<file path="config.mk">
export PLATFORM = sky130hd
export DESIGN_NAME = stack_mc_ctrl
export DESIGN_NICKNAME = d
export VERILOG_FILES = /design/src/rtl/stack_mc_ctrl.sv
export SDC_FILE = /design/constraint.sdc
export NUM_CORES = 1
export LEC_CHECK = 0
export ABC_AREA = 1
export CAP_MARGIN = 5
export CORE_AREA = 10 10 60 62
export CTS_CLUSTER_DIAMETER = 60
export DETAILED_ROUTE_END_ITERATION = 12
export DIE_AREA = 0 0 70 72
export PLACE_DENSITY_LB_ADDON = 0.3
export SYNTH_ARGS = -nofsm -noshare
export SYNTH_HDL_FRONTEND = slang
export SYNTH_SLANG_ARGS = --single-unit
export TNS_END_PERCENT = 10
</file>
<file path="constraint.sdc">
create_clock -name clk -period 3.91 [get_ports clk]
set_input_delay 0.391 -clock clk [delete_from_list [all_inputs] [get_ports clk]]
set_output_delay 0.391 -clock clk [all_outputs]
set_load 0.03 [all_outputs]
</file>
<file path="src/rtl/stack_mc_ctrl.sv">
// Multicycle control unit for the 3-bit-opcode stack processor.
// Sequences fetch, operand pops, ALU pushes, memory push/pop and jumps.
// Tracks stack occupancy and traps on underflow, overflow or memory timeout.
//
// Memory handshake: mem_read / mem_write act as "valid" and stay high in
// FETCH, MEM_RD and MEM_WR until the cycle in which mem_ready is sampled
// high. That cycle is the transfer cycle. Its completion strobes (ir_write,
// pc_write, mdr_en, pop) are asserted in the same cycle. If mem_ready stays
// low for TIMEOUT cycles in one wait state, the last of those cycles drives
// no strobes and the unit moves to TRAP.
module stack_mc_ctrl #(
    parameter int DEPTH   = 16,
    parameter int TIMEOUT = 15,
    parameter int CW      = $clog2(DEPTH + 1)
) (
    input  logic          clk,
    input  logic          reset_n,
    input  logic [2:0]    opcode,
    input  logic          mem_ready,
    input  logic          tos_zero,
    output logic          mem_read,
    output logic          mem_write,
    output logic          addr_src,
    output logic          ir_write,
    output logic          pc_write,
    output logic          jump,
    output logic          load_a,
    output logic          load_b,
    output logic          mdr_en,
    output logic          push,
    output logic          pop,
    output logic          stack_src,
    output logic [1:0]    alu_control,
    output logic [CW-1:0] sp_count,
    output logic          halted,
    output logic [1:0]    error,
    output logic [3:0]    dbg_state
);

    localparam int WW = $clog2(TIMEOUT + 1);

    localparam logic [3:0] S_FETCH    = 4'd0;
    localparam logic [3:0] S_DECODE   = 4'd1;
    localparam logic [3:0] S_LOAD_A   = 4'd2;
    localparam logic [3:0] S_LOAD_B   = 4'd3;
    localparam logic [3:0] S_OP1      = 4'd4;
    localparam logic [3:0] S_OP2      = 4'd5;
    localparam logic [3:0] S_MEM_RD   = 4'd6;
    localparam logic [3:0] S_PUSH_MDR = 4'd7;
    localparam logic [3:0] S_MEM_WR   = 4'd8;
    localparam logic [3:0] S_JUMP     = 4'd9;
    localparam logic [3:0] S_TRAP     = 4'd10;

    localparam logic [1:0] E_NONE      = 2'b00;
    localparam logic [1:0] E_UNDERFLOW = 2'b01;
    localparam logic [1:0] E_OVERFLOW  = 2'b10;
    localparam logic [1:0] E_TIMEOUT   = 2'b11;

    logic [3:0]    state_q, state_d;
    logic [CW-1:0] sp_q, sp_d;
    logic [WW-1:0] wait_q, wait_d;
    logic [1:0]    err_q, err_d;

    logic waiting, timed_out, underflow, overflow;
    logic mrd_c, mwr_c, asrc_c, irw_c, pcw_c, jmp_c;
    logic lda_c, ldb_c, mdr_c, push_c, pop_c, ssrc_c;
    logic [1:0] alu_c;

    // Next-state, trap detection and raw strobe decode
    always_comb begin
        state_d   = state_q;
        err_d     = err_q;
        mrd_c     = 1'b0;
        mwr_c     = 1'b0;
        asrc_c    = 1'b0;
        irw_c     = 1'b0;
        pcw_c     = 1'b0;
        jmp_c     = 1'b0;
        lda_c     = 1'b0;
        ldb_c     = 1'b0;
        mdr_c     = 1'b0;
        push_c    = 1'b0;
        pop_c     = 1'b0;
        ssrc_c    = 1'b0;
        alu_c     = 2'b00;
        waiting   = (state_q == S_FETCH) || (state_q == S_MEM_RD) || (state_q == S_MEM_WR);
        // The TIMEOUT-th consecutive idle cycle traps; a ready on that cycle still wins.
        timed_out = waiting && !mem_ready && (wait_q == WW'(TIMEOUT - 1));
        underflow = 1'b0;
        overflow  = 1'b0;

        case (state_q)
            S_FETCH: begin
                if (timed_out) begin
                    state_d = S_TRAP;
                    err_d   = E_TIMEOUT;
                end else begin
                    mrd_c = 1'b1;
                    if (mem_ready) begin
                        irw_c   = 1'b1;
                        pcw_c   = 1'b1;
                        state_d = S_DECODE;
                    end
                end
            end
            S_DECODE: begin
                case (opcode)
                    3'b000, 3'b001, 3'b010: underflow = (sp_q < CW'(2));
                    3'b011, 3'b101, 3'b111: underflow = (sp_q == '0);
                    3'b100:                 overflow  = (sp_q == CW'(DEPTH));
                    default: ;
                endcase
                if (underflow) begin
                    state_d = S_TRAP;
                    err_d   = E_UNDERFLOW;
                end else if (overflow) begin
                    state_d = S_TRAP;
                    err_d   = E_OVERFLOW;
                end else if (!opcode[2]) begin
                    state_d = S_LOAD_A;
                end else if (opcode[1]) begin
                    state_d = S_JUMP;
                end else if (opcode[0]) begin
                    state_d = S_MEM_WR;
                end else begin
                    state_d = S_MEM_RD;
                end
            end
            S_LOAD_A: begin
                pop_c   = 1'b1;
                lda_c   = 1'b1;
                state_d = (opcode == 3'b011) ? S_OP1 : S_LOAD_B;
            end
            S_LOAD_B: begin
                pop_c   = 1'b1;
                ldb_c   = 1'b1;
                state_d = S_OP2;
            end
            S_OP1, S_OP2: begin
                push_c  = 1'b1;
                alu_c   = opcode[1:0];
                state_d = S_FETCH;
            end
            S_MEM_RD: begin
                if (timed_out) begin
                    state_d = S_TRAP;
                    err_d   = E_TIMEOUT;
                end else begin
                    asrc_c = 1'b1;
                    mrd_c  = 1'b1;
                    if (mem_ready) begin
                        mdr_c   = 1'b1;
                        state_d = S_PUSH_MDR;
                    end
                end
            end
            S_PUSH_MDR: begin
                push_c  = 1'b1;
                ssrc_c  = 1'b1;
                state_d = S_FETCH;
            end
            S_MEM_WR: begin
                if (timed_out) begin
                    state_d = S_TRAP;
                    err_d   = E_TIMEOUT;
                end else begin
                    asrc_c = 1'b1;
                    mwr_c  = 1'b1;
                    if (mem_ready) begin
                        pop_c   = 1'b1;
                        state_d = S_FETCH;
                    end
                end
            end
            S_JUMP: begin
                // JMP always loads the IR address; JZ only when top of stack is zero.
                jmp_c   = (opcode == 3'b110) ? 1'b1 : tos_zero;
                pcw_c   = (opcode == 3'b110) ? 1'b1 : tos_zero;
                state_d = S_FETCH;
            end
            S_TRAP: begin
                state_d = S_TRAP;
            end
            default: begin
                state_d = S_FETCH;
            end
        endcase

        // Occupancy never wraps: DECODE already refused any illegal pop/push.
        if (push_c) begin
            sp_d = sp_q + CW'(1);
        end else if (pop_c) begin
            sp_d = sp_q - CW'(1);
        end else begin
            sp_d = sp_q;
        end

        // Counter is zero whenever a wait state is entered, so it only counts idle cycles.
        if (waiting && !mem_ready && !timed_out) begin
            wait_d = wait_q + WW'(1);
        end else begin
            wait_d = '0;
        end
    end

    // State, occupancy, wait counter and trap cause registers
    always_ff @(posedge clk or negedge reset_n) begin
        if (!reset_n) begin
            state_q <= S_FETCH;
            sp_q    <= '0;
            wait_q  <= '0;
            err_q   <= E_NONE;
        end else begin
            state_q <= state_d;
            sp_q    <= sp_d;
            wait_q  <= wait_d;
            err_q   <= err_d;
        end
    end

    // Strobes are silenced while reset is held so the datapath sees nothing during reset.
    assign mem_read    = reset_n & mrd_c;
    assign mem_write   = reset_n & mwr_c;
    assign addr_src    = reset_n & asrc_c;
    assign ir_write    = reset_n & irw_c;
    assign pc_write    = reset_n & pcw_c;
    assign jump        = reset_n & jmp_c;
    assign load_a      = reset_n & lda_c;
    assign load_b      = reset_n & ldb_c;
    assign mdr_en      = reset_n & mdr_c;
    assign push        = reset_n & push_c;
    assign pop         = reset_n & pop_c;
    assign stack_src   = reset_n & ssrc_c;
    assign alu_control = reset_n ? alu_c : 2'b00;
    assign sp_count    = sp_q;
    assign halted      = (state_q == S_TRAP);
    assign error       = err_q;
    assign dbg_state   = state_q;

endmodule
</file>
; Word level (Yosys, flattened, before mapping)
; Index checks and enable logic that the tools add are counted.
[classes]
n_bitwise = 12
magnitude_cmp = 1
eq_ne = 24
muxes = 42
addsub = 3
reduce_logical = 22
[ops]
columns = operator, count
row1 = $mux 4, 12
row2 = $pmux 4 s7, 1
row3 = $mux 1, 17
row4 = $eq 4x3->1 const B, 4
row5 = $eq 4x4->1 const B, 4
row6 = $and 1x1->1, 12
row7 = $eq 3x3->1 const B, 4
row8 = $ne 3x3->1 const B, 4
row9 = $reduce_or 3->1, 4
row10 = $mux 2, 5
row11 = $mux 5, 2
row12 = $eq 4x2->1 const B, 2
row13 = $reduce_or 2->1, 4
row14 = $eq 3x2->1 const B, 2
row15 = $pmux 1 s2, 3
row16 = $reduce_and 3->1, 2
row17 = $add 5x1->5 const B, 1
row18 = $eq 5x5->1 const B, 1
row19 = $logic_not 5->1, 1
row20 = $lt 5x2->1 const B, 1
row21 = $sub 5x1->5 const B, 1
row22 = $add 4x1->4 const B, 1
row23 = $eq 4x1->1 const B, 1
row24 = $logic_not 4->1, 1
row25 = other kinds (9), 14
[word_totals]
register_bits = 15
elab_cells = 108
output_inout_bits = 26

; Longest topological paths before layout
[depth]
ltp_word = 9
mapped_depth = 10

; Least setup slack after synthesis
; No wires, ideal clock.
[synth_timing]
path_kind = register -> output
start = register state_q[1], in the netlist dbg_state[1]
end = output port addr_src
t_required_ns = 3.519
arrival_time_ns = 1.645
path_stages_with_launch = 7
setup_slack_ns = 1.874
path_cell_list = dfrtp_1 nor2_1 nand2_1 nand3_2 nand3_2 nand2_1 a21oi_1
[synth_between]
elab_chain_cells = 8
word_cells_on_any_way = 11
[synth_rtl]
columns = item, line_no
row1 = from (decl), 59  ; logic [3:0] state_q, state_d;
row2 = from (signal assigned), 214  ; state_q <= state_d;
row3 = $eq 4x3->1 or $logic_not 4->1 (tied branches), "86, 92"
row4 = $logic_or 1x1->1 (2 in a row), 86  ; waiting = (state_q == S_FETCH) || (state_q == S_MEM_RD) || (state_q == S_MEM_WR);
row5 = $logic_and 1x1->1 (2 in a row), 88  ; timed_out = waiting && !mem_ready && (wait_q == WW'(TIMEOUT - 1));
row6 = $mux 1, "145, 163"
row7 = $mux 1 (*), -
row8 = $and 1x1->1 (*), 224  ; assign addr_src = reset_n & asrc_c;
row9 = to (decl), 23  ; output logic addr_src,
; Mark *: on every way between the ends. The rest lies on a longest branch, timed or not.

; Worst setup path in the final report
[layout_timing]
start = input port reset_n
end = output port load_a
[layout_between]
elab_chain_cells = 1
[layout_rtl]
columns = item, line_no
row1 = from (decl), 17  ; input logic reset_n,
row2 = $and 1x1->1, 228  ; assign load_a = reset_n & lda_c;
row3 = to (decl), 27  ; output logic load_a,
; No other way between the ends.

==> flow_summary.ini <==
[yosys]
synth_edf_count = 0
syn_nets = 189
ys_seq_elements = 15
synth_cells = 176
synthesis.area_um2 = 1180
synth_area_leaders = dfrtp_1, nand2_1, nor2_1
ys_seq_area_share_pct = 31.9
synth_top_cell_area_share_pct = 31.9
async_flop_share_pct = 100
yosysWarningCount = 0
ys_types = 21
syn_avg_cell_area_um2 = 6.69
yosysTopAreaCell = dfrtp_1
synthFlopType = dfrtp_1

[cts]
cts_sinks = 15
cts_buffer_depth = 2
path_clk_slew_ps = 100
htreeDepth = 1
post_cts_buffers = 0
post_cts_resized = 0
cts_made_buffers = 3
clk_latency_ps = 290
cts-root-buf = clkbuf_4
hold_buffers = 0
cts_tree = done

[grt]
grt-ovfl-total = 0
grt_pass1_wl_mm = 5.29
antenna_found_initial = 0
grt_max_degree = 11
grtUsageTotal_pct = 12.2
grt_pass1_vias = 1167

[pwr]
p_leak_nw = 0.819
finalPower_mw = 1.28
seqPwrFrac_pct = 22.3
p_int_mw = 0.600
p_clk_share_pct = 7.2
p_sw_mw = 0.685
ir_worst_vdd_uv = 516
power_density_nw_per_um2 = 818
p_comb_share_pct = 70.5
switching_share_pct = 53.3

[cells_and_area]
fin_area_um2 = 1570
final_common_cell = nand2_1
drive_gt1_share_pct = 8.45
multi_input_area_um2 = 682
ff_latch_area_um2 = 375
stdcell_count = 243
nNetsFinal = 227
area_growth_pct = 33.4
final_cell_mix = nand2_1, nor2_1, clkdlybuf4s50_1
n_fill_cell = 221
n_antenna_cell = 0

[placement]
dp_hpwl_mm = 2.48
place_area_um2 = 1540
port_buffers = 32
gp_congestion = 0.975
dpl.cell_count = 239

[setup_path]
slowest_delay_ps = 700
path_cells = clkdlybuf4s50_1 -> inv_1 -> nor3_1 -> clkdlybuf4s50_1
cp.required_ps = 3520
critPathArrivalTime_ps = 2260
crit_fanout = 9
path_class = input port to output pin
end_kind = output pin
critPathLaunchType = input port
cpMostUsedCell = clkdlybuf4s50_1
slowest_stage = clkdlybuf4s50_1

[floorplan]
core.rowCount = 18
fp.dieH_um = 72
dieArea_um2 = 5040
dieWidth_um = 70
pin_count = 33
initial_core_util_pct = 48.4
core_area_um2 = 2430

[detailed_routing]
detail_route.wl_per_cell_um = 12.6
ant_nets = 0
first_iter_violations = 109
vias = 1207
viasPerCell = 4.97
totalWireLength_mm = 3.05
drtPass1Iterations = 4
remaining_drc_errors = 0

[timing]
tns_ps = 0
fmax_mhz = 377
worstMarginPinSlew_ps = 372
setup_viol = 0
slew_headroom_pct = 75.1
slew_viol_final = 0
rsz0062_at_grt = false
hold_viol = 0
clock_skew_ps = 6.04
holdWs_ps = 371
period_share_pct = 67.8
min_period_ps = 2650

[run]
cap_violations = 0

[outcome]
status = finished, final reports clean

[min_path]
min_path_type = input port to asynchronous set/reset pin
==> registers in the layout (all words and copies together) (netlist names) <==
register   flops
wait_q         4
sp_count       5
error          2
dbg_state      4
==> cell usage after synthesis, types with 3 or more instances <==
cell type   n
a21oi_1     5
dfrtp_1    15
ha_1        5
inv_1      29
inv_2       3
nand2_1    39
nand2_2     6
nand3_1    10
nand4_1     3
nor2_1     32
nor3_1      5
o21ai_0     9
xor2_1      5
==> logic make-up (layout without fill, tap and decap cells) <==
family | after synthesis | count (layout) | share of synthesized area, %
AND/OR/NAND/NOR | 99 | 99 | 37.7
buffers and inverters | 32 | 69 | 10.2
AO/OA/AOI/OAI | 17 | 17 | 7.97
flip-flops | 15 | 15 | 31.9
XOR/XNOR | 7 | 7 | 5.21
adder cells (fa/ha/maj) | 6 | 6 | 7.01
==> final timing paths <==
check                                   from            to  slack (ps)  depth (start not counted)
worst min register to register      error[1]      error[1]         480                          2
max in group asynchronous            reset_n      error[1]        3060                          2
worst max register to register  dbg_state[0]   sp_count[4]        1870                         10
min in group clk                    error[1]      error[1]         480                          2
worst min-delay path                 reset_n  dbg_state[0]         370                          1
worst max-delay path                 reset_n        load_a        1260                          4
==> per-stage QoR <==
step	setup WS, ps	utilization [%]
after floorplan	1870	-
after global placement	1310	63.4
after detailed placement	1250	63.4
after CTS	1250	64.6
after global routing	1110	64.6
final	1260	64.6
==> power groups by stage <==
stage | combinational, mW | clock (mW) | sequential, mW
finish | 0.906 | 0.0924 | 0.286
global route | 1.02 | 0.102 | 0.299
CTS | 0.916 | 0.0952 | 0.286
detailed placement | 0.905 | 0 | 0.289
global placement | 0.886 | 0 | 0.287
floorplan | 0.532 | 0 | 0.383
==> per-layer routing <==
metal	track usage (%)	share of wire, %	vias up
li1	-	-	625
met1	14.4	44	545
met2	20.4	47	35
met3	4.35	8.5	2
met4	3.29	0.43	0
met5	0	0	-
==> worst max-delay path, delay by kind of cell <==
| kind | cells | cell delay (ps) |
|---|---|---|
| simple gates | 1 | 230 |
| buf+inv | 3 | 1630 |
==> final cells by class <==
class	instances	share of cell area [%]
timing repair buffer	33	20.9
clock buffer	3	1.43
multi-input combinational	129	43.4
sequential	15	23.9
clock inverter	1	0.319
tap	30	2.39
inverter	32	7.65
Power figures use the tool's default switching activity.
